===== src/rtl/wvb_reader_pkg.sv =====
// wvb_reader_pkg: shared types and constants for the waveform-buffer reader
package wvb_reader_pkg;
  localparam int L_WIDTH_MDOM_WVB_HDR_BUNDLE_4 = 80;
  localparam int L_RD_LATENCY = 2;
  typedef enum logic [2:0] {
    S_IDLE  = 3'd0,
    S_LOAD  = 3'd1,
    S_READ  = 3'd2,
    S_DRAIN = 3'd3,
    S_DONE  = 3'd4
  } rd_state_t;
  typedef struct packed {
    logic [47:0] evt_ltc;
    logic [11:0] start_addr;
    logic [11:0] stop_addr;
    logic [1:0]  trig_src;
    logic        cnst_run;
    logic [4:0]  pre_conf;
  } wvb_hdr_t;
endpackage


===== src/rtl/mDOM_wvb_hdr_bundle_4_fan_out.sv =====
// mDOM_wvb_hdr_bundle_4_fan_out: unpacks the flat event header bundle into its fields
//   hdr_bundle in  flat header as carried by the header FIFO
//   hdr        out field view (evt_ltc, start_addr, stop_addr, trig_src, cnst_run, pre_conf)
module mDOM_wvb_hdr_bundle_4_fan_out
  import wvb_reader_pkg::*;
(
  input  logic [L_WIDTH_MDOM_WVB_HDR_BUNDLE_4-1:0] hdr_bundle,
  output wvb_hdr_t                                 hdr
);
  assign hdr = hdr_bundle;
endmodule


===== src/rtl/wvb_rd_skid_fifo.sv =====
// wvb_rd_skid_fifo: small show-ahead FIFO of sample words tagged with sop/eop
//   clk, rst                      clock, async active-high reset
//   wr_en, wr_data, wr_sop/eop    push side
//   rd_en, rd_data, rd_sop/eop    pop side; head is zero while empty
//   empty, count                  occupancy
module wvb_rd_skid_fifo #(
  parameter int P_DEPTH = 4,
  parameter int P_WIDTH = 22
) (
  input  logic                           clk,
  input  logic                           rst,
  input  logic                           wr_en,
  input  logic [P_WIDTH-1:0]             wr_data,
  input  logic                           wr_sop,
  input  logic                           wr_eop,
  input  logic                           rd_en,
  output logic [P_WIDTH-1:0]             rd_data,
  output logic                           rd_sop,
  output logic                           rd_eop,
  output logic                           empty,
  output logic [$clog2(P_DEPTH+1)-1:0]   count
);
  localparam int CW = $clog2(P_DEPTH + 1);
  localparam int AW = $clog2(P_DEPTH);
  logic [P_WIDTH+1:0] mem [P_DEPTH];
  logic [AW-1:0] wr_ptr, rd_ptr;
  logic push, pop;
  assign push = wr_en && count < CW'(P_DEPTH);
  assign pop = rd_en && !empty;
  assign empty = count == '0;
  assign {rd_sop, rd_eop, rd_data} = empty ? '0 : mem[rd_ptr];
  always_ff @(posedge clk or posedge rst)
    if (rst) begin
      wr_ptr <= '0;
      rd_ptr <= '0;
      count <= '0;
    end else begin
      if (push) wr_ptr <= wr_ptr == AW'(P_DEPTH - 1) ? '0 : wr_ptr + 1'b1;
      if (pop) rd_ptr <= rd_ptr == AW'(P_DEPTH - 1) ? '0 : rd_ptr + 1'b1;
      count <= count + CW'(push) - CW'(pop);
    end
  always_ff @(posedge clk)
    if (push) mem[wr_ptr] <= {wr_sop, wr_eop, wr_data};
endmodule


===== src/rtl/wvb_reader.sv =====
// wvb_reader: pops event headers and streams each event's samples from the waveform buffer
//   rd_en                          readout permitted (sampled in IDLE only)
//   hdr_empty, hdr_data, hdr_rdreq show-ahead header FIFO
//   wvb_rd_addr, wvb_data          sample RAM, data 2 cycles after address
//   wvb_rddone                     one pulse per event, together with hdr_rdreq
//   dout_*                         ready/valid sample stream with sop/eop and latched header
//   busy                           event in progress
module wvb_reader
  import wvb_reader_pkg::*;
#(
  parameter int P_ADR_WIDTH  = 12,
  parameter int P_DATA_WIDTH = 22,
  parameter int P_HDR_WIDTH  = 80,
  parameter int P_SKID_DEPTH = 4
) (
  input  logic                    clk,
  input  logic                    rst,
  input  logic                    rd_en,
  input  logic                    hdr_empty,
  input  logic [P_HDR_WIDTH-1:0]  hdr_data,
  output logic                    hdr_rdreq,
  output logic [P_ADR_WIDTH-1:0]  wvb_rd_addr,
  input  logic [P_DATA_WIDTH-1:0] wvb_data,
  output logic                    wvb_rddone,
  output logic [P_HDR_WIDTH-1:0]  dout_hdr,
  output logic [P_DATA_WIDTH-1:0] dout_data,
  output logic                    dout_valid,
  output logic                    dout_sop,
  output logic                    dout_eop,
  input  logic                    dout_ready,
  output logic                    busy
);
  localparam int CW = $clog2(P_SKID_DEPTH + 1);
  rd_state_t state, state_next;
  wvb_hdr_t hdr_f;
  logic [P_ADR_WIDTH-1:0] rd_ptr, remaining;
  logic first, issue, last_rd, skid_empty;
  logic [L_RD_LATENCY-1:0] pipe_v, pipe_sop, pipe_eop;
  logic [CW-1:0] skid_count;
  logic [CW:0] occupancy;
  mDOM_wvb_hdr_bundle_4_fan_out u_fan_out (
    .hdr_bundle(hdr_data),
    .hdr       (hdr_f)
  );
  // A read is issued only if the FIFO could still hold it when nothing drains
  // for the whole RAM latency: words already queued plus reads in flight plus this one.
  assign occupancy = {1'b0, skid_count} + (CW+1)'($countones(pipe_v));
  assign issue = state == S_READ && occupancy < (CW+1)'(P_SKID_DEPTH);
  assign last_rd = remaining == '0;
  assign wvb_rd_addr = rd_ptr;
  assign dout_valid = !skid_empty;
  always_ff @(posedge clk or posedge rst)
    if (rst) state <= S_IDLE;
    else state <= state_next;
  always_comb begin
    state_next = state;
    case (state)
      S_IDLE:  state_next = rd_en && !hdr_empty ? S_LOAD : S_IDLE;
      S_LOAD:  state_next = S_READ;
      S_READ:  state_next = issue && last_rd ? S_DRAIN : S_READ;
      S_DRAIN: state_next = skid_empty && pipe_v == '0 ? S_DONE : S_DRAIN;
      default: state_next = S_IDLE;
    endcase
  end
  // The header is popped in DONE, so hdr_data still shows this event's
  // stop_addr while wvb_rddone is high.
  always_comb begin
    busy = state != S_IDLE;
    wvb_rddone = state == S_DONE;
    hdr_rdreq = state == S_DONE;
  end
  // remaining counts reads left after the current one; wraps with the address space
  always_ff @(posedge clk or posedge rst)
    if (rst) begin
      dout_hdr <= '0;
      rd_ptr <= '0;
      remaining <= '0;
      first <= 1'b0;
    end else if (state == S_LOAD) begin
      dout_hdr <= P_HDR_WIDTH'(hdr_f);
      rd_ptr <= P_ADR_WIDTH'(hdr_f.start_addr);
      remaining <= P_ADR_WIDTH'(hdr_f.stop_addr) - P_ADR_WIDTH'(hdr_f.start_addr);
      first <= 1'b1;
    end else if (issue) begin
      rd_ptr <= rd_ptr + 1'b1;
      remaining <= remaining - 1'b1;
      first <= 1'b0;
    end
  // Tags travel alongside each read so they meet the RAM word on arrival
  always_ff @(posedge clk or posedge rst)
    if (rst) begin
      pipe_v <= '0;
      pipe_sop <= '0;
      pipe_eop <= '0;
    end else begin
      pipe_v <= {pipe_v[L_RD_LATENCY-2:0], issue};
      pipe_sop <= {pipe_sop[L_RD_LATENCY-2:0], first};
      pipe_eop <= {pipe_eop[L_RD_LATENCY-2:0], last_rd};
    end
  wvb_rd_skid_fifo #(
    .P_DEPTH(P_SKID_DEPTH),
    .P_WIDTH(P_DATA_WIDTH)
  ) u_skid (
    .clk    (clk),
    .rst    (rst),
    .wr_en  (pipe_v[L_RD_LATENCY-1]),
    .wr_data(wvb_data),
    .wr_sop (pipe_sop[L_RD_LATENCY-1]),
    .wr_eop (pipe_eop[L_RD_LATENCY-1]),
    .rd_en  (dout_valid && dout_ready),
    .rd_data(dout_data),
    .rd_sop (dout_sop),
    .rd_eop (dout_eop),
    .empty  (skid_empty),
    .count  (skid_count)
  );
endmodule


===== config.mk =====
export PLATFORM = sky130hd
export DESIGN_NAME = wvb_reader
export DESIGN_NICKNAME = d
export VERILOG_FILES = /design/src/rtl/wvb_reader_pkg.sv /design/src/rtl/mDOM_wvb_hdr_bundle_4_fan_out.sv /design/src/rtl/wvb_rd_skid_fifo.sv /design/src/rtl/wvb_reader.sv
export SDC_FILE = /design/constraint.sdc
export NUM_CORES = 1
export LEC_CHECK = 0
export CELL_PAD_IN_SITES_DETAIL_PLACEMENT = 1
export CELL_PAD_IN_SITES_GLOBAL_PLACEMENT = 1
export CORE_MARGIN = 5
export CORE_UTILIZATION = 30
export DETAILED_ROUTE_END_ITERATION = 10
export PLACE_DENSITY = 0.75
export SLEW_MARGIN = 25
export SYNTH_ARGS = -nofsm -noshare
export SYNTH_HDL_FRONTEND = slang
export SYNTH_SLANG_ARGS = --single-unit

===== constraint.sdc =====
create_clock -name clk -period 4.3 [get_ports clk]
set_clock_uncertainty 0.05 [all_clocks]
set_input_delay 0.86 -clock clk [delete_from_list [all_inputs] [get_ports clk]]
set_output_delay 0.86 -clock clk [all_outputs]
set_load 0.005 [all_outputs]

==> reports/metrics.yaml, run 1 <==
status: "completed"
postCtsHoldBufs: 0
max-slew-margin-rel_pct: 35.3
dr.pass1.iters: 5
place_ws_ns: 0.919
nNetsFinal: 1138
postCtsSetupBuffers: 0
synth_edf_count: 96
core-area_um2: 30500
crit_arrival_ns: 2.65
critPathLaunchType: "flip-flop"
cts.sinks: 217
avgSynthCellArea_um2: 11.9
start_util_pct: 30.4
vdd_ir_drop_max_mv: 0.357
seq_area_um2: 5910
p_switching_mw: 2.81
cts_resized: 0
switching_share_pct: 31.8
htreeDepth: 1
p_leak_nw: 5.22
antenna_found_initial: 1
final_cells: 1422
gr-usage-met3_pct: 6.00
p_seq_share_pct: 37.7
synth_area_um2: 9260
drtIter0Drc: 359
power_density_nw_per_um2: 687
intPower_mw: 6.01
yosys_warnings: 0
grt_pass1_wl_um: 41100
track_usage_pct: 15.0
cts_max_path_buffers: 3
num_vias: 6679
timing.final.crit_period_ns: 3.56
ant_nets: 0
use_met2_pct: 24.5
cts_tree: "built"
cts_root_buf: "clkbuf_16"
setup_violations: 0
grt_start_max_net_pins: 100
synth.distinct_cells: 62
ios: 227
layout_commonest_cell: "nand2_1"
synth_top_area_share_pct: 32.7
drc: 0
die_h_um: 186
hold_viol: 0
multi_input_area_um2: 3110
comb_power_share_pct: 38.3
routed_wl_um: 26300
area_growth_pct: 38.4
cts_buffers: 25
n_fill_cell: 3295
num_rows: 64
dp_cells: 1375
synth_cells: 776
clk_latency_ns: 0.52
worst_pin_slew_ns: 0.971
fin_crit_sh_pct: 82.8
io_buffers: 226
die_w_um: 186
clockPowerShare_pct: 24.0
yosys.area.top_type: "dfrtp_1"
whs_ns: 0.302
worst-path-max-fanout: 14
routed_via_density: 4.70
ys_seq_elements: 217
gp_congestion: 0.784
seq_area_frac_synth_pct: 63.8
grt_pass1_vias: 7349
grt.met1_usage_pct: 18.8
overflow: 0
hold_class: "reg2reg"
cts.clk_slew.worst_paths_ns: 0.06
end_kind: "output pin"
hold_depth: 0
setup-tns-final_ns: 0
syn-num-nets: 908
required_ns: 3.39
layout_setup_ws_ns: 0.740
final_cell_mix: "nand2_1, clkdlybuf4s50_1, dfrtp_1"
rsz0062_at_grt: "false"
reg2reg_depth: 8
ys.flop_type: "dfrtp_1"
timing_worst_setup_path_type: "reg2out"
slew_viol_final: 0
async_flop_share_pct: 55.8
top_usage_layer: "met2"
dp_hpwl_um: 18500
max_freq_ghz: 0.281
ys_top_cells_by_area: "dfrtp_1, edfxtp_1, nand2_1"
wl_per_cell_um: 18.5
die_area_um2: 34500
cap_violations: 0
drive_gt1_share_pct: 8.59
finalPower_mw: 8.81
-- stage by stage --
step	util, %	area, um2
global placement	39.3	12000
finish	42.0	12800
CTS	42.0	12800
detailed placement	39.3	12000
global route	42.0	12800
floorplan	-	9260
-- Yosys cell counts, drive strengths merged, types with 4 or more instances --
cell,number
nand2,259
dfrtp,121
edfxtp,96
o21ai,34
and2,31
inv,27
mux4,24
ha,23
clkbuf,22
nor2,14
xnor2,13
buf,12
nor3,11
a21oi,8
xor2,8
nand3,7
a21o,5
and3,5
nor4,5
o211ai,5
mux2i,4
nand2b,4
nor2b,4
or3,4
-- metal layers --
| metal | vias to the layer above | routed length [um] |
|---|---|---|
| met4 | 2 | 575 |
| met3 | 42 | 2620 |
| met2 | 217 | 12300 |
| li1 | 3112 | - |
| met5 | - | 11 |
| met1 | 3306 | 10800 |
-- final timing paths --
path                             startpoint              end  slack [ns]
setup / recovery           u_skid.rd_ptr[1]     dout_data[0]        0.74
hold / removal                  pipe_sop[0]      pipe_sop[1]        0.30
setup reg to reg            u_skid.count[1]  u_skid.count[2]        1.54
hold reg to reg                 pipe_sop[0]      pipe_sop[1]        0.30
max in group asynchronous               rst     dout_hdr[79]        2.52
min in group asynchronous               rst     dout_hdr[20]        0.83
-- layout make-up --
class / count / share of cell area, %
clock buffer: 27 / 5.10
tap: 396 / 3.87
timing repair buffer: 237 / 18.5
sequential: 217 / 46.1
multi-input combinational: 498 / 24.3
clock inverter: 19 / 1.34
antenna: 1 / 0.0195
inverter: 27 / 0.830
-- power groups by stage --
stage,sequential [mW],combinational [mW],clock [mW]
floorplan,3.27,1.59,0
global placement,3.31,3.34,0
CTS,3.33,3.45,2.20
global route,3.41,3.73,2.28
finish,3.32,3.37,2.12
detailed placement,3.35,3.43,0
-- critical path, stage by stage (launching register included) --
cell and delay (ns):
dfrtp_1 0.75, buf_4 0.37, mux4_2 0.34, and2_1 0.20, clkdlybuf4s50_1 0.47
-- flip-flops by register name, summed over array words and instances (netlist names) --
register	count
u_skid.mem	96
dout_hdr	80
remaining	12
wvb_rd_addr	12
state	3
u_skid.count	3
pipe_eop	2
pipe_sop	2
pipe_v	2
u_skid.rd_ptr	2
u_skid.wr_ptr	2
first	1
-- logic make-up after synthesis --
group | synth area share, %
muxes | 6.39
AOI/OAI and AO/OA | 4.93
xor gates and xnor gates | 1.99
buffers and inverters | 2.76
DFF | 63.8
and+or+nand+nor | 16.6
adders and majority gates | 3.54
(Power assumes the default switching activity.)
==> run 2, diff against run 1 <==
==> constraint.sdc (replaced) <==
create_clock -name clk -period 3.1 [get_ports clk]
set_clock_uncertainty 0.05 [all_clocks]
set_input_delay 0.62 -clock clk [delete_from_list [all_inputs] [get_ports clk]]
set_output_delay 0.62 -clock clk [all_outputs]
set_load 0.005 [all_outputs]
==> reports/metrics.yaml, run 2 (synthesis results as in run 1) <==
start_util_pct: 30.4  # unchanged
num_rows: 64  # unchanged
clockPowerShare_pct: 23.1  # -0.9 points
area_growth_pct: 38.9
ant_nets: 0  # unchanged
cap_violations: 0  # unchanged
clk_latency_ns: 0.51  # about the same
cts.clk_slew.worst_paths_ns: 0.06  # about the same
max_freq_ghz: 0.333
hold_viol: 0  # unchanged
max_stage_delay_ns: 0.51  # -0.24 ns
finalPower_mw: 12.2  # +38%
max-slew-margin-rel_pct: 59.0  # +24 points
cts_buffers: 25  # unchanged
io_buffers: 226  # unchanged
critPathLaunchType: "flip-flop"
cts.sinks: 217  # unchanged
drc: 0  # unchanged
intPower_mw: 8.30  # +38%
timing.final.crit_period_ns: 3.01
largest_reg_flops: 96  # unchanged
grt_start_max_net_pins: 54  # -46%
wl_per_cell_um: 18.4  # -0.43%
dr.pass1.iters: 4  # -1
end_kind: "output pin"
power_density_nw_per_um2: 945  # +37%
antenna_found_initial: 0  # -1
setup_violations: 0  # unchanged
num_vias: 6656  # -0.34%
die_h_um: 186  # unchanged
gp_congestion: 0.805  # +2.7%
slew_viol_final: 0  # unchanged
drive_gt1_share_pct: 9.13  # +0.54 points
rsz0062_at_grt: "false"
worst-path-max-fanout: 12  # -2
grt_pass1_vias: 7403  # +0.73%
p_leak_nw: 5.24  # +0.54%
switching_share_pct: 31.7  # -0.14 points
worst_pin_slew_ns: 0.615  # -0.356 ns
layout_commonest_cell: "nand2_1"
ios: 227  # unchanged
largest_register: "u_skid.mem"
cts_root_buf: "clkbuf_16"
setup-tns-final_ns: 0  # unchanged
nNetsFinal: 1144  # +0.53%
comb_power_share_pct: 39.3  # +1.0 points
required_ns: 2.43  # -0.96 ns
die_area_um2: 34500  # unchanged
htreeDepth: 1  # unchanged
n_fill_cell: 3274  # -0.64%
reg.largest.list: "u_skid.mem x96, dout_hdr x80"
vdd_ir_drop_max_mv: 0.409  # +15%
p_switching_mw: 3.85  # +37%
core-area_um2: 30500  # unchanged
status: "completed"
overflow: 0  # unchanged
routed_wl_um: 26300  # -0.15%
die_w_um: 186  # unchanged
diodes: 0  # -1
path_cells: "clkbuf_16, mux4_2, and2_1, clkdlybuf4s50_1"
final_cell_mix: "nand2_1, clkdlybuf4s50_1, dfrtp_1"
crit_arrival_ns: 2.34  # -0.31 ns
timing_worst_setup_path_type: "reg2out"
hold_class: "reg2reg"
cts_tree: "built"
track_usage_pct: 15.0  # +0.084 points
postCtsHoldBufs: 0  # unchanged
cpMaxStageDelayCell: "mux4_2"
postCtsSetupBuffers: 0  # unchanged
p_seq_share_pct: 37.6  # about the same
dp_hpwl_um: 18600  # +0.60%
drtIter0Drc: 334  # -7.0%
grt_pass1_wl_um: 41300  # +0.64%
cts_max_path_buffers: 3  # unchanged
fin_crit_sh_pct: 97.0
routed_via_density: 4.67  # -0.62%
==> run 2: cell count changes in the layout (fill, tap and decap cells not counted), moves of 2 or more <==
cell,change
buf_4,+2
clkinv_2,+2
clkinv_1,-6
buf_12,+3
clkbuf_8,-2
clkbuf_1,+7
==> run 2: path summary, 6_finish.rpt <==
check	slack, ns	endpoint	from	depth (start not counted)
setup reg to reg	0.68	u_skid.count[2]	u_skid.count[1]	9
min in group asynchronous	0.33	dout_hdr[40]	rst	2
max in group asynchronous	2.14	u_skid.rd_ptr[0]	rst	3
hold / removal	0.30	pipe_eop[1]	pipe_eop[0]	0
setup / recovery	0.09	dout_data[7]	u_skid.rd_ptr[0]	4
hold reg to reg	0.30	pipe_eop[1]	pipe_eop[0]	0
==> run 2: metrics by stage <==
step / instances / utilization, % / worst slack (ns) / hold WS (ns) / area, um2
final: 1426 / 42.2 / 0.0944 / 0.301 / 12900
after global routing: 1426 / 42.2 / 0.0108 / 0.311 / 12900
after CTS: 1425 / 42.1 / 0.00309 / 0.301 / 12800
after detailed placement: 1380 / 39.5 / 0.0769 / 0.288 / 12100
after global placement: 1380 / 39.5 / 0.120 / 0.284 / 12100
after floorplan: 776 / - / 0.822 / 0.281 / 9270
==> run 2: final cells by class <==
| class | instances | area (um2) | area share (%) |
|---|---|---|---|
| Sequential cell | 217 | 5910 | 46.0 |
| Clock inverter | 13 | 121 | 0.943 |
| Clock buffer | 32 | 652 | 5.07 |
| Tap cell | 396 | 495 | 3.85 |
| Multi-Input combinational cell | 498 | 3110 | 24.2 |
| Inverter | 27 | 108 | 0.836 |
| Timing Repair Buffer | 243 | 2470 | 19.2 |
==> run 2: worst max-delay path, delay by kind of cell (launching register included) <==
kind,cells,cell delay (ns)
flops,1,0.46
buf+inv,2,0.67
simple gates,1,0.18
mux,1,0.51
==> run 2: per-layer routing <==
metal / GRT usage [%] / vias to the layer above / share of wire, %
li1: - / 3122 / -
met1: 18.9 / 3296 / 42
met2: 25.5 / 205 / 47
met3: 5.22 / 33 / 9.4
met4: 2.91 / 0 / 1.5
met5: 0 / - / 0
==> run 2: repair_timing <==
item	CTS	global route
gates resized for setup	2	1
gates cloned	0	1
pin swaps	0	0
endpoints found under the setup margin	2	21
==> run 2: power by group through the flow <==
stage	Clock (mW)	Sequential (mW)	Combinational, mW
after floorplan	0	4.54	2.20
after global placement	0	4.55	4.71
after detailed placement	0	4.61	4.83
after CTS	2.91	4.58	4.87
after global routing	3.04	4.71	5.31
final	2.80	4.57	4.77
